### src/rtl/peach_pkg.sv
// Shared types for the Peach memory arbiter: FSM states, port identifiers and word geometry.
package peach_pkg;
    typedef enum logic {ARB_IDLE, ARB_WAIT} arb_state_t;
    typedef enum logic {PORT_IF, PORT_D} arb_port_t;
    localparam int WORD_BYTES = 4;
endpackage

### src/rtl/peach_addr_check.sv
// Byte-to-word address decode with misalignment and out-of-range detection.
module peach_addr_check
    import peach_pkg::*;
#(
    parameter int MEM_WORDS = 4096,
    parameter int AW        = $clog2(MEM_WORDS)
) (
    input  logic [31:0]   addr,
    output logic [AW-1:0] word,
    output logic          err
);
    localparam int OFS = $clog2(WORD_BYTES);

    logic [31-OFS:0] full_word;

    assign full_word = addr[31:OFS];
    assign word      = full_word[AW-1:0];
    // Range test uses the full word index so high address bits cannot alias into the array.
    assign err       = (addr[OFS-1:0] != '0) || ({{OFS{1'b0}}, full_word} >= 32'(MEM_WORDS));
endmodule

### src/rtl/peach_mem_arbiter.sv
// Round-robin arbiter sharing one single-port word memory between fetch and load/store ports,
// with one outstanding transaction and a fixed response latency.
module peach_mem_arbiter
    import peach_pkg::*;
#(
    parameter int  MEM_WORDS   = 4096,
    parameter int  MEM_LATENCY = 1,
    localparam int AW          = $clog2(MEM_WORDS)
) (
    input  logic          clk,
    input  logic          reset,
    input  logic          if_req,
    input  logic [31:0]   if_addr,
    output logic          if_gnt,
    output logic          if_rvalid,
    output logic [31:0]   if_rdata,
    output logic          if_err,
    input  logic          d_req,
    input  logic          d_we,
    input  logic [3:0]    d_be,
    input  logic [31:0]   d_addr,
    input  logic [31:0]   d_wdata,
    output logic          d_gnt,
    output logic          d_rvalid,
    output logic [31:0]   d_rdata,
    output logic          d_err,
    output logic          mem_en,
    output logic [3:0]    mem_we,
    output logic [AW-1:0] mem_addr,
    output logic [31:0]   mem_wdata,
    input  logic [31:0]   mem_rdata
);
    localparam int          CW       = (MEM_LATENCY > 1) ? $clog2(MEM_LATENCY) : 1;
    localparam logic [CW-1:0] CNT_INIT = CW'(MEM_LATENCY - 1);

    arb_state_t    state, state_nxt;
    arb_port_t     last_grant, owner;
    logic [CW-1:0] cnt;
    logic          err_q, store_q;
    logic          granted, resp;
    logic [31:0]   sel_addr;
    logic [AW-1:0] dec_word;
    logic          dec_err;

    peach_addr_check #(.MEM_WORDS(MEM_WORDS), .AW(AW)) u_addr_check (
        .addr (sel_addr),
        .word (dec_word),
        .err  (dec_err)
    );

    always_ff @(posedge clk or posedge reset) begin
        if (reset) begin
            state      <= ARB_IDLE;
            last_grant <= PORT_IF;
            owner      <= PORT_IF;
            cnt        <= '0;
            err_q      <= 1'b0;
            store_q    <= 1'b0;
        end else begin
            state <= state_nxt;
            if (granted) begin
                last_grant <= d_gnt ? PORT_D : PORT_IF;
                owner      <= d_gnt ? PORT_D : PORT_IF;
                cnt        <= CNT_INIT;
                err_q      <= dec_err;
                store_q    <= d_gnt && d_we;
            end else if (state == ARB_WAIT && cnt != '0) begin
                cnt <= cnt - 1'b1;
            end
        end
    end

    always_comb begin
        state_nxt = state;
        if_gnt    = 1'b0;
        d_gnt     = 1'b0;
        // Reset gates the grant path so nothing is accepted while reset is held.
        if (state == ARB_IDLE && !reset) begin
            if (if_req && d_req) begin
                d_gnt  = (last_grant == PORT_IF);
                if_gnt = !d_gnt;
            end else begin
                if_gnt = if_req;
                d_gnt  = d_req;
            end
        end
        granted = if_gnt || d_gnt;
        resp    = (state == ARB_WAIT) && (cnt == '0);
        case (state)
            ARB_IDLE: if (granted) state_nxt = ARB_WAIT;
            ARB_WAIT: if (resp)    state_nxt = ARB_IDLE;
            default:               state_nxt = ARB_IDLE;
        endcase
    end

    assign sel_addr  = d_gnt ? d_addr : if_addr;
    assign mem_en    = granted && !dec_err;
    assign mem_we    = (d_gnt && d_we && !dec_err) ? d_be : 4'b0000;
    assign mem_addr  = dec_word;
    assign mem_wdata = d_wdata;

    assign if_rvalid = resp && (owner == PORT_IF);
    assign d_rvalid  = resp && (owner == PORT_D);
    assign if_err    = if_rvalid && err_q;
    assign d_err     = d_rvalid && err_q;
    assign if_rdata  = (if_rvalid && !err_q) ? mem_rdata : 32'h0;
    assign d_rdata   = (d_rvalid && !err_q && !store_q) ? mem_rdata : 32'h0;
endmodule
### config.mk
export PLATFORM = sky130hd
export DESIGN_NAME = peach_mem_arbiter
export DESIGN_NICKNAME = d
export VERILOG_FILES = /design/src/rtl/peach_pkg.sv /design/src/rtl/peach_addr_check.sv /design/src/rtl/peach_mem_arbiter.sv
export SDC_FILE = /design/constraint.sdc
export NUM_CORES = 1
export LEC_CHECK = 0
export ABC_AREA = 1
export BUFFER_PORTS_ARGS = -buffer_cell sky130_fd_sc_hd__buf_2
export CAP_MARGIN = 30
export CORE_AREA = 10 10 91 93
export DETAILED_ROUTE_END_ITERATION = 7
export DIE_AREA = 0 0 101 103
export PLACE_DENSITY = 0.78
export SYNTH_ARGS = -nofsm -noshare
export SYNTH_HDL_FRONTEND = slang
export SYNTH_SLANG_ARGS = --single-unit
### constraint.sdc
create_clock -name clk -period 1.6 [get_ports clk]
set_input_delay 0.16 -clock clk [delete_from_list [all_inputs] [get_ports clk]]
set_output_delay 0.16 -clock clk [all_outputs]
set_load 0.005 [all_outputs]
==> flow_summary.yaml <==
run_status:
  status: "finished, violations left"
  violations: "setup timing"
critical_path:
  critPathRequiredTime_ps: 1440
  startpoint_type: "flop"
  cp_cell_sequence: "nor2_4 -> nand3_4 -> buf_4 -> inv_2 -> or2_4 -> inv_2 -> a21oi_1 -> buf_2"
  critPathMaxStageDelay_ps: 400
  slowest_stage: "dfrtp_1"
  crit_path_frequent_cell: "inv_2"
  critPathTopFamily: "flip-flops"
  worstPathArrival_ps: 1560
  critPathMaxFanout: 4
  critical_path_class: "reg2out"
  path_buf_inv: 4
  cp-end-kind: "primary output"
global_route:
  use_met1: 0.111
  grt_max_degree: 33
  busiest_layer: "met2"
  grt_pass1_vias: 2162
  grt_use_met2: 0.220
  grt_pass1_wl_mm: 10.4
  antenna_found_initial: 0
  gr-total-overflow: 0
  track_usage: 0.122
  grtUsageMet3: 0.0845
sta:
  finalHoldViolations: 0
  rsz0062_at_grt: "yes"
  hold_slack_ps: 251
  period_minus_slack_ps: 1720
  post-route-period-util: 1.07
  slew-limit-headroom: 0.807
  setup_viol: 81
  skew_ps: 4.64
  maxSlewViolCount: 0
  fmax_mhz: 583
  worstMarginPinSlew_ps: 288
  layout_setup_ws_ps: -116
floorplan:
  die_width_um: 101
  core_area_um2: 6570
  ios: 256
  die_area_um2: 10400
  num_rows: 30
  initial_core_util: 0.188
  die_h_um: 103
worst_hold_path:
  min_path_type: "in2reg"
drt:
  via_count: 2097
  wl_mm: 7.82
  drt_iter0_markers: 23
  via_per_inst: 4.17
  drc_errors: 0
  wire_per_inst_um: 15.5
  ant_nets: 0
  firstDrtPassIters: 4
yosys:
  synth_top_area_share: 0.277
  synth_flop_cell: "dfrtp_1"
  netlist_area_um2: 1230
  netlist_top_cells_area: "nor2_1 28%, buf_4 19%, nand2_1 16%"
  ys_ff_latch: 5
  syn_area_per_cell_um2: 4.88
  yosysSeqAreaShare: 0.101
  syn_inst: 253
  async_flop_share: 1.00
  synth_fp_nets: 390
  post-synth-top-count-cell: "nor2_1"
  netlist_top_cells_count: "91 x nor2_1, 52 x nand2_1, 44 x inv_1, 32 x buf_4, 8 x buf_2"
  synth_warnings: 0
  yosysTopAreaCell: "nor2_1"
  synth_edf_count: 0
  ys_types: 19
clock_tree:
  clkTransAtPathRegs_ps: 30
  root_buffer: "clkbuf_8"
  clkLatencyLatePin_ps: 220
  cts_tree: "yes"
  cts.sinks: 5
  cts_made_buffers: 3
  htreeDepth: 1
  clk_path_buf_depth: 2
power:
  pwr_density_cell_nw_per_um2: 496
  p_leak_nw: 1.67
  peakVddDrop_v: 0.000384
final_layout:
  area_growth_syn_to_layout_pct: 103
  fin_nets: 561
  multiInputGateArea_um2: 885
  regArea_um2: 125
  layout.cells.non_filler: 503
  fillers: 708
  drive_above_1_share: 0.596
  antenna_cells: 0
placed_design:
  hpwl_mm: 6.58
  port_buffers: 191
  place_inst: 490
  place.gp.congestion: 0.744
run:
  drv_cap: 0
-- repair_timing --
item | CTS | global route
gates cloned | 0 | 3
hold endpoints to repair | 5 | 0
hold buffers | 1 | 0
resized for setup | 4 | 66
endpoints found under the setup margin | 43 | 80
pin swaps | 4 | 4
buffers inserted | 2 | 3
-- kinds of logic (layout without fill, tap and decap cells) --
kind of cell / after synthesis / count (layout) / share of synthesized area
simple gates: 156 / 156 / 0.504
buf+inv: 87 / 257 / 0.370
compound gates: 5 / 5 / 0.0243
flops: 5 / 5 / 0.101
-- per-stage QoR --
step                setup slack [ps]  instance area [um^2]  total power [mW]  utilization  TNS (ps)
floorplan                        279                  1230             0.519            -         0
global placement                 163                  2080             0.810        0.317         0
detailed placement              60.3                  2080             0.828        0.317         0
CTS                             -101                  2160              1.08        0.329     -1510
global route                    -197                  2500              1.36        0.381    -11020
finish                          -116                  2500              1.24        0.381     -3480
-- cell type report --
type	count	share of cell area
Multi-Input combinational cell	161	0.353
Clock buffer	4	0.0180
Inverter	47	0.0704
Tap cell	80	0.0400
Timing Repair Buffer	206	0.469
Sequential cell	5	0.0500
-- flip-flops by register name (all words and copies together) (netlist names) --
signal / flops
cnt: 1
err_q: 1
owner: 1
state: 1
store_q: 1
-- report_power, final --
group	switching, mW	internal, mW
Sequential	0.0213	0.155
Combinational	0.449	0.388
Clock	0.0591	0.171
-- cells in the final DEF (no fill, tap or decap), types with 3 or more instances in the layout --
cell type,instances
clkbuf_8,3
buf_4,8
nor2_4,24
inv_2,3
nand2_1,49
dfrtp_1,5
buf_2,186
inv_1,44
nor2_2,8
buf_6,6
nor2_1,60
-- tightest hold or removal path: cells and delay by family --
family | cells | cell delay, ps
buffers and inverters | 2 | 160
AO/OA/AOI/OAI | 1 | 90
-- final timing paths --
kind / from / endpoint / slack [ps] / depth (start not counted)
min in group asynchronous: reset / owner / 420 / 3
setup reg to reg: state / err_q / 170 / 8
max in group asynchronous: reset / err_q / 1010 / 3
hold / removal: d_we / store_q / 250 / 3
setup / recovery: state / mem_en / -120 / 8
hold reg to reg: err_q / err_q / 500 / 2
-- per-layer routing --
metal  routed length, um  vias up
li1                    -     1034
met1                2510      886
met2                3890      175
met3                1390        2
met4                  25        0
met5                   0        -
(Power assumes the default switching activity.)
